### src/rtl/bcd_pkg.sv
// ---------------------------------------------------------------------------
// bcd_pkg
// Shared definitions for the BCD counter slice: digit width, digit limits,
// the digit type, and a helper that forces an out-of-range digit to zero.
// Optional feature macro used elsewhere in this slice: BCD_COUNTER_DOWN_EN.
// ---------------------------------------------------------------------------
package bcd_pkg;

    localparam int BCD_W = 4;

    typedef logic [BCD_W-1:0] bcd_digit_t;

    localparam bcd_digit_t BCD_MAX  = 4'd9;
    localparam bcd_digit_t BCD_ZERO = 4'd0;

    // True when a raw nibble is a legal decimal digit (0..9).
    function automatic logic bcd_is_valid(input bcd_digit_t d);
        return (d <= BCD_MAX);
    endfunction

    // Legal digits pass through; codes 10..15 collapse to zero so the
    // register never holds a non-decimal value.
    function automatic bcd_digit_t bcd_sanitize(input bcd_digit_t d);
        return bcd_is_valid(d) ? d : BCD_ZERO;
    endfunction

endpackage

### src/rtl/bcd_digit_step.sv
// ---------------------------------------------------------------------------
// bcd_digit_step
// Combinational single-digit BCD step. When carry_in is high the digit moves
// one position (up when dir=0, down when dir=1) and carry_out is raised when
// the digit wraps (9->0 going up, 0->9 going down). With carry_in low the
// digit passes through unchanged and carry_out stays low.
// The dir input is tied low by the parent unless BCD_COUNTER_DOWN_EN is set.
//
// Ports:
//   digit      in   4  current digit value (0..9)
//   carry_in   in   1  step request from the lower digit (or count enable)
//   dir        in   1  0 = up, 1 = down
//   next_digit out  4  stepped digit value
//   carry_out  out  1  wrap indication to the next higher digit
// ---------------------------------------------------------------------------
module bcd_digit_step
    import bcd_pkg::*;
(
    input  bcd_digit_t digit,
    input  logic       carry_in,
    input  logic       dir,
    output bcd_digit_t next_digit,
    output logic       carry_out
);

    // The carry only ripples on when this digit itself wraps, which is what
    // makes digit i move only when all lower digits sit at their wrap value.
    always_comb begin
        next_digit = digit;
        carry_out  = 1'b0;
        if (carry_in) begin
            if (!dir) begin
                if (digit == BCD_MAX) begin
                    next_digit = BCD_ZERO;
                    carry_out  = 1'b1;
                end else begin
                    next_digit = digit + 4'd1;
                end
            end else begin
                if (digit == BCD_ZERO) begin
                    next_digit = BCD_MAX;
                    carry_out  = 1'b1;
                end else begin
                    next_digit = digit - 4'd1;
                end
            end
        end
    end

endmodule

### src/rtl/bcd_counter.sv
// ---------------------------------------------------------------------------
// bcd_counter
// Registered multi-digit BCD counter. A ripple chain of bcd_digit_step
// instances computes the next count every cycle; the register captures it
// on enabled edges. Per-edge priority: clr > load > en > hold.
// Optional feature macro: BCD_COUNTER_DOWN_EN (adds the dir port and
// down-counting; without it the counter only counts up).
//
// Ports:
//   clk        in   1         system clock, rising edge
//   reset      in   1         asynchronous active-high reset
//   clr        in   1         synchronous clear to zero
//   load       in   1         synchronous parallel load of din
//   din        in   4*DIGITS  load value, digit 0 in bits [3:0]
//   en         in   1         count enable, one step per cycle
//   dir        in   1         (BCD_COUNTER_DOWN_EN only) 0 = up, 1 = down
//   q          out  4*DIGITS  registered count, same packing as din
//   carry_out  out  1         registered one-cycle pulse after a full wrap
//   max_tick   out  1         combinational terminal-count flag
//   load_err   out  1         sticky flag: a loaded digit exceeded 9
// ---------------------------------------------------------------------------
module bcd_counter
    import bcd_pkg::*;
#(
    parameter int DIGITS = 4
) (
    input  logic                      clk,
    input  logic                      reset,
    input  logic                      clr,
    input  logic                      load,
    input  logic [BCD_W*DIGITS-1:0]   din,
    input  logic                      en,
`ifdef BCD_COUNTER_DOWN_EN
    input  logic                      dir,
`endif
    output logic [BCD_W*DIGITS-1:0]   q,
    output logic                      carry_out,
    output logic                      max_tick,
    output logic                      load_err
);

    logic [BCD_W*DIGITS-1:0] next_q;
    logic [BCD_W*DIGITS-1:0] load_q;
    logic [DIGITS:0]         chain;
    logic [DIGITS-1:0]       digit_bad;
    logic [DIGITS-1:0]       digit_nine;
    logic                    step_dir;

`ifdef BCD_COUNTER_DOWN_EN
    logic [DIGITS-1:0]       digit_zero;
    assign step_dir = dir;
`else
    assign step_dir = 1'b0;
`endif

    // The enable is the carry into digit 0, so digit 0 steps on every
    // enabled cycle and the chain's final carry marks a full wrap.
    assign chain[0] = en;

    for (genvar i = 0; i < DIGITS; i++) begin : g_digit
        bcd_digit_step u_step (
            .digit      (q[BCD_W*i +: BCD_W]),
            .carry_in   (chain[i]),
            .dir        (step_dir),
            .next_digit (next_q[BCD_W*i +: BCD_W]),
            .carry_out  (chain[i+1])
        );

        assign load_q[BCD_W*i +: BCD_W] = bcd_sanitize(din[BCD_W*i +: BCD_W]);
        assign digit_bad[i]  = !bcd_is_valid(din[BCD_W*i +: BCD_W]);
        assign digit_nine[i] = (q[BCD_W*i +: BCD_W] == BCD_MAX);
`ifdef BCD_COUNTER_DOWN_EN
        assign digit_zero[i] = (q[BCD_W*i +: BCD_W] == BCD_ZERO);
`endif
    end

    // Terminal count follows the register directly so a cascaded stage can
    // see it in the same cycle; the terminal value depends on direction.
`ifdef BCD_COUNTER_DOWN_EN
    assign max_tick = dir ? (&digit_zero) : (&digit_nine);
`else
    assign max_tick = &digit_nine;
`endif

    // Count register. The carry pulse is only ever raised by a wrapping
    // enabled step, so every other branch drops it back to zero. load_err
    // is sticky: a clean load leaves an earlier error visible until clr.
    always_ff @(posedge clk or posedge reset) begin
        if (reset) begin
            q         <= '0;
            carry_out <= 1'b0;
            load_err  <= 1'b0;
        end else if (clr) begin
            q         <= '0;
            carry_out <= 1'b0;
            load_err  <= 1'b0;
        end else if (load) begin
            q         <= load_q;
            carry_out <= 1'b0;
            if (|digit_bad) begin
                load_err <= 1'b1;
            end
        end else if (en) begin
            q         <= next_q;
            carry_out <= chain[DIGITS];
        end else begin
            carry_out <= 1'b0;
        end
    end

endmodule
### config.mk
export PLATFORM = sky130hd
export DESIGN_NAME = bcd_counter
export DESIGN_NICKNAME = d
export VERILOG_FILES = /design/src/rtl/bcd_pkg.sv /design/src/rtl/bcd_digit_step.sv /design/src/rtl/bcd_counter.sv
export SDC_FILE = /design/constraint.sdc
export NUM_CORES = 1
export LEC_CHECK = 0
export ABC_AREA = 0
export CAP_MARGIN = 20
export CORE_MARGIN = 2
export CORE_UTILIZATION = 48
export CTS_BUF_LIST = sky130_fd_sc_hd__clkbuf_2
export DETAILED_ROUTE_END_ITERATION = 7
export PLACE_DENSITY = 0.81
export SYNTH_ARGS = -nofsm -noshare
export SYNTH_HDL_FRONTEND = slang
export SYNTH_SLANG_ARGS = --single-unit
### constraint.sdc
create_clock -name clk -period 2 [get_ports clk]
set_input_delay 0.6 -clock clk [delete_from_list [all_inputs] [get_ports clk]]
set_output_delay 0.6 -clock clk [all_outputs]
set_load 0.1 [all_outputs]
### After elaboration in Yosys (flattened, before gate mapping)

Index checks and enable logic that the tools add are counted.

| storage, ports and cells | value |
|---|---|
| bits in registers | 18 |
| bits in latches | 0 |
| memory bits (writable) | 0 |
| ROM bits | 0 |
| bits of input ports | 21 |
| output and inout bits | 19 |
| word-level logic and storage cells | 62 |
| memories kept | 0 |

| cells by class | value |
|---|---|
| $add $sub $neg | 4 |
| $mul | 0 |
| div/mod/pow operators | 0 |
| $lt $le $gt $ge | 4 |
| equality and inequality tests | 4 |
| shift operators | 0 |
| mux-type cells | 28 |
| bitwise gates (word level) | 0 |
| reductions and logical operators | 16 |

Operators by type and width:

| kind | count |
|---|---|
| 16-bit 2-to-1 mux | 3 |
| 4-bit 2-to-1 mux | 11 |
| 4-bit by 1-bit adder with 4-bit output (second input constant) | 4 |
| 4-bit == test (second input constant) | 4 |
| 4-bit less-or-equal comparator (second input constant) | 4 |
| 1-bit 2-to-1 mux | 14 |
| 3-bit nonzero test | 4 |
| 2-bit AND reduction | 4 |
| 1-bit zero test | 4 |
| 4-bit AND reduction | 1 |
| 2-bit nonzero test | 2 |
| 4-bit OR reduction | 1 |

### Depth between registers and ports, before layout

| logic depth | value |
|---|---|
| depth in word-level cells | 9 |
| gate-level depth with buffers | 8 |

### By module

A second synthesis with hierarchy kept.

| second synthesis, totals | value |
|---|---|
| cells, all modules | 204 |
| area, all modules | 1784.2 um^2 |

By module, submodules not included:

| module | times used | cells each | area each (um^2) | seq. area each (um^2) |
|---|---|---|---|---|
| bcd_counter | 1 | 108 | 1053.5 | 450.4 |
| bcd_digit_step | 4 | 24 | 182.7 | 0.0 |

### Worst setup path before layout

OpenSTA, ideal clock, no wires.

| path | value |
|---|---|
| kind | register to output |
| start point | register q[8] |
| end point | output max_tick |
| data arrival time | 3702 ps |
| data required time | 1400 ps |
| slack | -2302 ps |
| stages on the path, launching flop included | 6 |
| buffers on the path | 1 |
| path through | dfrtp_1 ha_1 and3b_1 buf_2 nand2_1 nor3_1 |

| between the ends | value |
|---|---|
| word-level cells in the longest chain between the ends | 2 |

Ends and longest elaborated chain:

| what | RTL line | source |
|---|---|---|
| from (decl) | bcd_counter.sv:36 | `output logic [BCD_W*DIGITS-1:0] q,` |
| from (signal assigned) | bcd_counter.sv:98 | `q <= load_q;` |
| from (signal assigned) | bcd_counter.sv:104 | `q <= next_q;` |
| 4-bit == test | bcd_counter.sv:71 | `assign digit_nine[i] = (q[BCD_W*i +: BCD_W] == BCD_MAX);` |
| 4-bit AND reduction | bcd_counter.sv:82 | `assign max_tick = &digit_nine;` |
| to (decl) | bcd_counter.sv:38 | `output logic max_tick,` |

No other way between the ends.

### Worst setup path after layout

| path | value |
|---|---|
| start point | register q[9] |
| end point | output max_tick |

The elaborated chain is that of the path after synthesis.

==> impl_metrics.toml <==
[drt]
avgRoutedWirePerCell_um = 16.22
via_count = 1461
antenna_left = 0
vias_per_cell = 5.988
first_iter_violations = 32
drt-total-wl_um = 3957
drc = 0
firstDrtPassIters = 4

[power]
vdd_drop_max_mv = 0.4611
power.total_mw = 0.9818
leakagePower_nw = 0.9088
power_density_nw_per_um2 = 445.1

[clock_network]
h-tree-depth = 1
cts-root-buf = "clkbuf_2"
clk_latency_ns = 0.31
cts_tree = "built"
numCtsBuffers = 3
cts.sinks = 18
clock_path_buffers = 2
cts.reportedPaths.clkPinSlew_ns = 0.18

[setup_path]
required_ns = 1.40
arrival_ns = 1.75
slowest_delay_ns = 0.53
crit_family = "flip-flops"
worstReg2RegStart = "q[1]$_DFFE_PP0P_"
crit_path_start_kind = "flip-flop"
critical_path_class = "reg -> out"
worstPathCellList = "inv_4 -> ha_4 -> and3b_2 -> nand2_4 -> nor3_4 -> buf_12"
cp-end-kind = "primary output"
slowest_stage = "dfrtp_4"
startpoint = "q[9]$_DFFE_PP0P_"
path_max_fanout = 2
critPathBufInv = 2

[timing]
setup_slack_ns = -0.3455
slew_violations = 0
max_slew.worst_pin.slew_ns = 0.4422
clock_skew_ns = 0.005030
fin_crit_sh = 1.173
rsz0062_at_grt = "yes"
final-setup-viol-count = 1
max_freq_mhz = 426.3
setup-tns-final_ns = -0.3455
layout_min_cycle_time_ns = 2.346
holdWs_ns = 0.5691
hold_violations = 0
relSlewSlack = 0.6976

[global_route]
grt_use_met3 = 0.03917
grt_util_all_layers = 0.2603
grt_pass1_vias = 1453
met2_usage = 0.4302
busiest_layer = "met2"
grt_max_degree = 19
grt_use_met1 = 0.3460
grt_pass1_wl_um = 6630
grt_overflow = 0
grt_antenna_before_repair = 0

[finish]
final_core_util = 0.8211
drive_gt1_frac = 0.3615
fin_area_um2 = 2206
antenna_cells = 0
nets = 243
syn_to_final_growth_pct = 65.70
final_cells = 244

[logic_synthesis]
yosysTopAreaCell = "dfrtp_1"
synthTopCellsByCount = "dfrtp_1, nand2_1, o21ai_0"
ys_top_cells_by_area = "dfrtp_1, ha_1, o21ai_0"
synth.distinct_cells = 44
synth-compound-area-share = 0.2115
synth-simple-area-share = 0.2773
synth_top_cell_area_share = 0.3383
async_flop_share = 1.000
synthCells = 155
muxShareOfSynthArea = 0.02256
yosysWarnings = 0
synth.net_count = 184
ys_seq_area_frac = 0.3383
syn_area_per_cell_um2 = 8.589
synth-seq-cells = 18
synth-main-ff-cell = "dfrtp_1"
synth-edff-count = 0
synthAdderAreaFrac = 0.07519
synth.most_common_cell = "dfrtp_1"
syn_area_um2 = 1331
synth_top_family_by_area = "simple AND/OR/NAND/NOR gates"
synth_xor_area_frac = 0.006579

[die]
initial_core_util = 0.4956
core_area_um2 = 2686
die_w_um = 56.67
dieHeight_um = 56.67
die_area_um2 = 3211
row_count = 19
ios = 40

[flow_run]
cap_violations = 0

[place]
hpwlAfterDp_um = 3093
dp.cells = 238
portBuffers = 39
place_area_um2 = 2142
dpl_worst_slack_ns = -0.1128
gp_congestion = 0.9186

[worst_hold_path]
hold_path.class = "in -> async"

[status]
status = "finished with violations"
violations = "negative setup slack"
[logic make-up (layout without fill, tap and decap cells)]
kind of cell             Yosys count  count (layout)
multiplexers                       3               3
adder cells (fa/ha/maj)            8               8
XOR/XNOR                           1               1
AND/OR/NAND/NOR                   63              63
buffers and inverters             18              76
flip-flops                        18              18
AO/OA/AOI/OAI                     44              44
[report_power, final]
group	switching, mW	internal (mW)	total, mW
logic	0.232	0.170	0.403
registers	0.0264	0.387	0.413
clock network	0.122	0.0435	0.166
[final timing paths]
path	slack [ns]	cells past startpoint	end
worst min register to register	0.58	2	load_err$_DFFE_PP0P_
worst max-delay path	-0.35	6	max_tick
worst min-delay path	0.57	3	q[1]$_DFFE_PP0P_
min in group clk	0.58	2	load_err$_DFFE_PP0P_
worst max register to register	0.21	7	q[15]$_DFFE_PP0P_
max in group asynchronous	1.20	3	q[12]$_DFFE_PP0P_
[layer usage]
metal  up-vias  wire length (um)  part of all wire
li1        693                 -                 -
met1       707              1722              0.44
met2        51              1962              0.50
met3        10               217             0.055
met4         0                55             0.014
met5         -                 0                 0
[registers in the layout, summed over array words and instances (netlist names)]
register   cells
carry_out      1
load_err       1
q             16
[layout make-up]
cell class                 count  area, um2
timing repair buffer          63      773.2
tap                           31      38.79
sequential                    18      488.0
clock buffer                   3      15.01
multi-input combinational    119      848.3
clock inverter                 1      3.754
inverter                       9      38.79
fill                         174      480.5
[placed cells by master (no fill, tap or decap), types with 3 or more instances in the layout]
cell type and n:
clkbuf_2 3, dfrtp_2 9, dfrtp_4 7, nor2b_1 3
ha_1 5, a21oi_1 11, a31oi_1 4, nand3_1 7
nand3b_1 5, o21ai_0 14, ha_4 3, clkdlybuf4s50_1 20
buf_4 23, nor2_1 11, nand2_1 14, nor4_1 3
buf_12 20, inv_1 6, mux2i_1 3
[tightest hold or removal path, stage by stage]
cell and delay, ns:
clkdlybuf4s50_1 0.39, inv_1 0.05, buf_4 0.26
[repair_timing]
action	CTS	global route
setup buffers	2	0
gates cloned	0	0
gates resized for setup	6	1
hold buffers	0	0
pin swaps	4	0
endpoints found under the setup margin	1	1
Power figures use the tool's default switching activity.
